==> config.mk <==
export PLATFORM = sky130hd
export DESIGN_NAME = prog_loader
export DESIGN_NICKNAME = d
export VERILOG_FILES = /design/src/rtl/prog_loader.sv
export SDC_FILE = /design/constraint.sdc
export NUM_CORES = 1
export LEC_CHECK = 0
export CAP_MARGIN = 5
export CELL_PAD_IN_SITES_DETAIL_PLACEMENT = 1
export CELL_PAD_IN_SITES_GLOBAL_PLACEMENT = 1
export CORE_MARGIN = 2
export CORE_UTILIZATION = 41
export DETAILED_ROUTE_END_ITERATION = 8
export PLACE_DENSITY_LB_ADDON = 0.1
export SYNTH_ARGS = -nofsm -noshare
export SYNTH_HDL_FRONTEND = slang
export SYNTH_SLANG_ARGS = --single-unit
==> constraint.sdc <==
create_clock -name clk -period 4.5 [get_ports clk]
set_input_delay 0.9 -clock clk [delete_from_list [all_inputs] [get_ports clk]]
set_output_delay 0.9 -clock clk [all_outputs]
set_load 0.02 [all_outputs]
==> src/rtl/prog_loader.sv <==
// -----------------------------------------------------------------------------
// prog_loader
//
// Boot/program loader for the single-cycle core. A byte stream (valid/ready,
// typically from a UART receiver) carries a 16-bit little-endian word count N
// followed by 4*N payload bytes. Each group of four little-endian bytes is
// assembled into a 32-bit instruction word and written to instruction memory.
// The core is held in reset while loading. It is released once the final word
// has been written, and last_pc then tells it the index of the last loaded word.
//
// Ports
//   clk         in   1       system clock, all logic on posedge
//   rst         in   1       synchronous, active-high reset
//   in_data     in   8       stream byte
//   in_valid    in   1       in_data valid
//   in_ready    out  1       loader accepts a byte (decoded from state and reload)
//   reload      in   1       1-cycle pulse: abort and restart the load
//   imem_we     out  1       instruction memory write strobe (1 cycle per word)
//   imem_addr   out  ADDR_W  word address of the write
//   imem_wdata  out  32      word to write
//   core_rst    out  1       hold core in reset (1 = held)
//   last_pc     out  32      index of the last loaded word (N-1) once running
//   busy        out  1       loader is in a header/load/flush state
//   err         out  1       bad header seen; sticky until reload/rst
//
// Every output except in_ready is driven directly from a register. in_ready is
// decoded from the state and gated by reload. It never depends on in_valid, so
// the upstream valid/ready handshake has no combinational loop.
// -----------------------------------------------------------------------------
module prog_loader #(
    parameter int ADDR_W = 8
) (
    input  logic              clk,
    input  logic              rst,
    input  logic [7:0]        in_data,
    input  logic              in_valid,
    output logic              in_ready,
    input  logic              reload,
    output logic              imem_we,
    output logic [ADDR_W-1:0] imem_addr,
    output logic [31:0]       imem_wdata,
    output logic              core_rst,
    output logic [31:0]       last_pc,
    output logic              busy,
    output logic              err
);

    // Memory depth as a 17-bit value, so that a full 16-bit header count can be
    // compared against it without overflow (ADDR_W is at most 16).
    localparam logic [16:0] DEPTH_C = 17'd1 << ADDR_W;

    typedef enum logic [2:0] {
        S_HDR0  = 3'd0,
        S_HDR1  = 3'd1,
        S_LOAD  = 3'd2,
        S_FLUSH = 3'd3,
        S_RUN   = 3'd4,
        S_ERR   = 3'd5
    } state_t;

    // ------------------------------------------------------------------
    // State and datapath registers
    // ------------------------------------------------------------------
    state_t            state_r;
    logic [15:0]       n_r;          // word count taken from the header
    logic [ADDR_W-1:0] word_idx_r;   // index of the word being assembled
    logic [1:0]        byte_idx_r;   // byte position within that word
    logic [31:0]       word_r;       // shift register holding partial word

    // Registered outputs
    logic              imem_we_r;
    logic [ADDR_W-1:0] imem_addr_r;
    logic [31:0]       imem_wdata_r;
    logic              core_rst_r;
    logic [31:0]       last_pc_r;
    logic              busy_r;
    logic              err_r;

    // ------------------------------------------------------------------
    // Combinational helpers
    // ------------------------------------------------------------------
    logic              in_ready_s;
    logic              accept_s;
    logic [15:0]       n_hdr_s;      // full header count as of HDR1 byte
    logic              hdr_bad_s;
    logic              last_word_s;
    logic [31:0]       word_next_s;  // partial word after shifting in_data

    // Ready depends only on the state, and a reload in the same cycle blocks it.
    always_comb begin
        in_ready_s = 1'b0;
        case (state_r)
            S_HDR0:  in_ready_s = ~reload;
            S_HDR1:  in_ready_s = ~reload;
            S_LOAD:  in_ready_s = ~reload;
            S_FLUSH: in_ready_s = 1'b0;
            S_RUN:   in_ready_s = 1'b0;
            S_ERR:   in_ready_s = 1'b0;
            default: in_ready_s = 1'b0;
        endcase
    end

    assign accept_s = in_valid & in_ready_s;

    // Header validation and word-assembly helpers.
    always_comb begin
        n_hdr_s     = {in_data, n_r[7:0]};
        hdr_bad_s   = (n_hdr_s == 16'd0) || ({1'b0, n_hdr_s} > DEPTH_C);
        last_word_s = (17'(word_idx_r) == (17'(n_r) - 17'd1));
        // Little-endian assembly: the byte shifts in from the top, so after
        // four bytes the first byte sits in bits 7:0.
        word_next_s = {in_data, word_r[31:8]};
    end

    // ------------------------------------------------------------------
    // Loader FSM with registered outputs
    // ------------------------------------------------------------------
    // Sequences header capture, word assembly, the memory writes and core release.
    always_ff @(posedge clk) begin
        if (rst) begin
            state_r      <= S_HDR0;
            n_r          <= 16'd0;
            word_idx_r   <= '0;
            byte_idx_r   <= 2'd0;
            word_r       <= 32'd0;
            imem_we_r    <= 1'b0;
            imem_addr_r  <= '0;
            imem_wdata_r <= 32'd0;
            core_rst_r   <= 1'b1;
            last_pc_r    <= 32'd0;
            busy_r       <= 1'b1;
            err_r        <= 1'b0;
        end else if (reload) begin
            // Abort from any state. A partially assembled word is dropped.
            // Words already in memory are left as they are.
            state_r      <= S_HDR0;
            n_r          <= 16'd0;
            word_idx_r   <= '0;
            byte_idx_r   <= 2'd0;
            word_r       <= 32'd0;
            imem_we_r    <= 1'b0;
            imem_addr_r  <= '0;
            imem_wdata_r <= 32'd0;
            core_rst_r   <= 1'b1;
            last_pc_r    <= 32'd0;
            busy_r       <= 1'b1;
            err_r        <= 1'b0;
        end else begin
            // The write strobe is a single-cycle pulse unless re-armed below.
            imem_we_r <= 1'b0;

            case (state_r)
                S_HDR0: begin
                    if (accept_s) begin
                        n_r     <= {8'd0, in_data};
                        state_r <= S_HDR1;
                    end else begin
                        state_r <= S_HDR0;
                    end
                end

                S_HDR1: begin
                    if (accept_s) begin
                        n_r <= n_hdr_s;
                        if (hdr_bad_s) begin
                            state_r <= S_ERR;
                            err_r   <= 1'b1;
                            busy_r  <= 1'b0;
                        end else begin
                            state_r    <= S_LOAD;
                            word_idx_r <= '0;
                            byte_idx_r <= 2'd0;
                        end
                    end else begin
                        state_r <= S_HDR1;
                    end
                end

                S_LOAD: begin
                    if (accept_s) begin
                        word_r     <= word_next_s;
                        byte_idx_r <= byte_idx_r + 2'd1;
                        if (byte_idx_r == 2'd3) begin
                            // Word complete: the write appears in the next cycle.
                            // Loading continues in parallel with that write.
                            imem_we_r    <= 1'b1;
                            imem_addr_r  <= word_idx_r;
                            imem_wdata_r <= word_next_s;
                            if (last_word_s) begin
                                // Index stays at N-1, so N == DEPTH never wraps.
                                state_r <= S_FLUSH;
                            end else begin
                                word_idx_r <= word_idx_r + 1'b1;
                                state_r    <= S_LOAD;
                            end
                        end else begin
                            state_r <= S_LOAD;
                        end
                    end else begin
                        state_r <= S_LOAD;
                    end
                end

                S_FLUSH: begin
                    // The final word is being written this cycle. Release the
                    // core from the next edge onwards.
                    state_r    <= S_RUN;
                    core_rst_r <= 1'b0;
                    last_pc_r  <= 32'(n_r) - 32'd1;
                    busy_r     <= 1'b0;
                end

                S_RUN: begin
                    state_r <= S_RUN;
                end

                S_ERR: begin
                    state_r <= S_ERR;
                end

                default: begin
                    // Unreachable encodings recover to a safe, core-held state.
                    state_r    <= S_ERR;
                    err_r      <= 1'b1;
                    core_rst_r <= 1'b1;
                    busy_r     <= 1'b0;
                end
            endcase
        end
    end

    // ------------------------------------------------------------------
    // Output drive
    // ------------------------------------------------------------------
    assign in_ready   = in_ready_s;
    assign imem_we    = imem_we_r;
    assign imem_addr  = imem_addr_r;
    assign imem_wdata = imem_wdata_r;
    assign core_rst   = core_rst_r;
    assign last_pc    = last_pc_r;
    assign busy       = busy_r;
    assign err        = err_r;

endmodule
==> metrics.csv <==
stage;metric;value;unit
route;avgViaCountPerCell;5.38;
power_and_ir_drop;power.density;388;nW/µm²
setup_path;rrSetupSlack;1.07;ns
clock_network;max-clock-path-buffers;2;
clock_network;postCtsSetupRepairBufs;0;
worst_hold_path;timing.hold.worst_path_depth;2;
sta;slew-limit-headroom;0.230;
synthesis;netlist_instances;618;
grt;grt_overflow;0;
route;average_detailed_routed_wire_length_per_instance;16.7;µm
die;die_width;114;µm
setup_path;cp.required;4.80;ns
placement;hpwl;9340;µm
worst_hold_path;worst_hold_path.endpoint;imem_wdata[1];
clock_network;cts_tree;done;
grt;grt_start_max_net_pins;106;
clock_network;clk_pin_slew_worst_paths;0.05;ns
worst_hold_path;holdCritStartpoint;imem_wdata[1];
run_status;outcome;complete, no violations;
sta;drv_slew;0;
synthesis;synth_edf_count;0;
setup_path;setup.worst_path.end_class;flop;
die;design.portCount;89;
setup_path;max_stage_delay;0.74;ns
die;core-area;11900;µm²
synthesis;synth.net_count;633;
sta;setup_viol;0;
synthesis;synth.ff_latch_count;114;
route;via_count;4468;
synthesis;sequential_to_total_area_share_from_yosys_stat;0.460;
die;chipHeight;114;µm
setup_path;cp_cell_sequence;inv_1 > ha_1 > or4b_1 > o21ai_0 > nor4bb_1 > o311ai_2 > nor4_4 > or3_1 > a21oi_1;
setup_path;rr_worst_depth;9;
clock_network;clock-sinks;114;
synthesis;synth.top_cells.by_area;dfxtp_1, nand2_1, a21oi_1, nor2_1, clkbuf_1;
sta;setup-tns-final;0;ns
route;postRouteAntennaNets;0;
synthesis;synth_area;4960;µm²
sta;worstMarginPinSlew;1.15;ns
sta;grt_setup_unrepaired;no;
die;floorplan.die_area;13000;µm²
clock_network;cts-buffers-inserted;17;
finish;layout.cells.most_common;nand2_1;
placement;gp_congestion;0.849;
sta;final_critical_path_setup_slack;1.07;ns
finish;most-common-layout-cells;nand2_1, dfxtp_1, clkdlybuf4s50_1;
clock_network;clk_latency;0.42;ns
placement;preCtsSetupSlack;1.10;ns
setup_path;setup.worst_path.class;flop to flop;
setup_path;timing.critical_path.fanout_max;15;
route;drt_pre_antenna_iters;4;
placement;port_buffers;88;
clock_network;cts_resized;0;
setup_path;critical_path_arrival;3.73;ns
grt;grt_pass1_vias;4529;
clock_network;ctsHoldBuffers;0;
setup_path;critical_path.startpoint_type;flop;
placement;dpl-instance-area;5740;µm²
route;overall_routed_net_length;13900;µm
setup_path;reg2reg_to;word_idx_r[3];
setup_path;cp.buffers_inverters;1;
finish;finish.net_count;685;
synthesis;synth.lib_cells_used.distinct;58;
power_and_ir_drop;power_leakage;2.12;nW
setup_path;cpMaxStageDelayCell;or4b_1;
synthesis;ys.warnings.count;0;
grt;grtUsageTotal;0.226;
route;detail_route.drc_violations;0;
synthesis;synthFlopType;dfxtp_1;
finish;antenna_cells;0;
die;std_cell_rows;40;
clock_network;cts_root_buffer;clkbuf_16;
synthesis;synthArstFlopShare;0;
setup_path;cpLargestDelayFamily;simple AND/OR/NAND/NOR gates;
sta;fin_skew;0.00961;ns
finish;syn2layout_area_growth;27.8;%
synthesis;yosysTopAreaCell;dfxtp_1;
power_and_ir_drop;power.ir.vdd_worst;0.267;mV
synthesis;synth_top_area_share;0.460;
sta;finalWorstPathRequiredPeriod;3.43;ns
setup_path;crit-reg2reg-launch;n_r[0];
job;max_cap_violations;0;
route;drt-initial-drc-count;147;
finish;drive_gt1_frac;0.0688;
worst_hold_path;hold_class;flop to flop;
die;floorplan.initialDensity;0.416;
finish;fin_area;6340;µm²
sta;period_utilisation_layout;0.763;
synthesis;syn_area_per_cell;8.02;µm²
finish;util_after_layout;0.532;
sta;finalHoldViolCount;0;
grt;antenna_found_initial;0;
sta;fmax;291;MHz
grt;grt_pass1_wl;23200;µm
clock_network;htreeDepth;4;
==> cells in the mapped netlist (2+ instances only) <==
cell type  instances
nand2_1          155
dfxtp_1          114
a21oi_1           86
nor2_1            44
clkbuf_1          33
buf_4             15
a211oi_1          14
nand3_1           13
o21ai_0           11
nor3_1            10
a22oi_1            8
o21ai_1            7
or3_1              7
inv_1              6
nand2b_1           6
nand4_1            6
xnor2_1            6
and3_1             5
xor2_1             5
buf_2              4
buf_6              4
mux2i_1            4
or4_1              4
a311oi_1           3
a31oi_1            3
and2_1             3
buf_1              3
ha_1               3
o31ai_1            3
nor4_1             2
nor4bb_1           2
o22ai_1            2
or2_2              2
==> worst reg2reg max path, cell delays in order (launching register included) <==
cell	delay, ns
dfxtp_1	0.39
inv_1	0.10
ha_1	0.25
or4b_1	0.74
o21ai_0	0.30
nor4bb_1	0.43
o311ai_2	0.21
nor4_4	0.60
or3_1	0.22
a21oi_1	0.07
==> state kept, by name, summed over array words and instances, names as in the netlist <==
register / flops
imem_wdata: 32
word_r: 24
last_pc: 17
n_r: 16
imem_addr: 8
word_idx_r: 8
state_r: 3
byte_idx_r: 2
busy: 1
core_rst: 1
err: 1
imem_we: 1
==> per-stage QoR <==
stage          instances  hold WS (ns)  total power [mW]
5_1_grt              830         0.483              2.54
3_5_place_dp         798         0.448              1.15
3_3_place_gp         798         0.439              1.14
2_1_floorplan        618         0.432              1.11
6_report             830         0.455              2.46
4_1_cts              830         0.459              2.48
==> worst max-delay path by stage <==
stage | depth (start not counted) | from | end
global placement | 9 | n_r[0] | word_idx_r[7]
finish | 9 | n_r[0] | word_idx_r[3]
floorplan | 11 | n_r[0] | word_idx_r[5]
detailed placement | 8 | reload | imem_wdata[22]
global route | 9 | n_r[0] | word_idx_r[5]
CTS | 9 | n_r[0] | word_idx_r[3]
==> power by group <==
part | internal (mW) | switching, mW
Combinational | 0.0378 | 0.0716
Clock | 0.871 | 0.458
Sequential | 1.01 | 0.00534
Total | 1.92 | 0.535
==> cells by family (layout without fill, tap and decap cells) <==
kind of cell,after synthesis,count (layout),synth area share
multiplexers,4,4,0.00808
AO/OA/AOI/OAI,146,146,0.176
buffers and inverters,65,130,0.0676
XOR/XNOR,12,12,0.0240
adder cells (fa/ha/maj),3,3,0.00757
flip-flops,114,114,0.460
AND/OR/NAND/NOR,274,274,0.256
==> per-layer routing <==
metal	vias up	share of wire	global-route usage
li1	2213	-	-
met1	2123	0.48	0.297
met2	107	0.46	0.356
met3	25	0.041	0.0579
met4	0	0.017	0.0902
met5	-	0	0
==> final cells by class <==
class                   count  area (µm²)
fillers                  1431        5570
inverters                   6        22.5
repair buffers             92         911
clock inverters             8         101
well taps                 147         184
multi-input cells         439        2340
flip-flops and latches    114        2280
clock buffers              24         492
(Power assumes the default switching activity.)
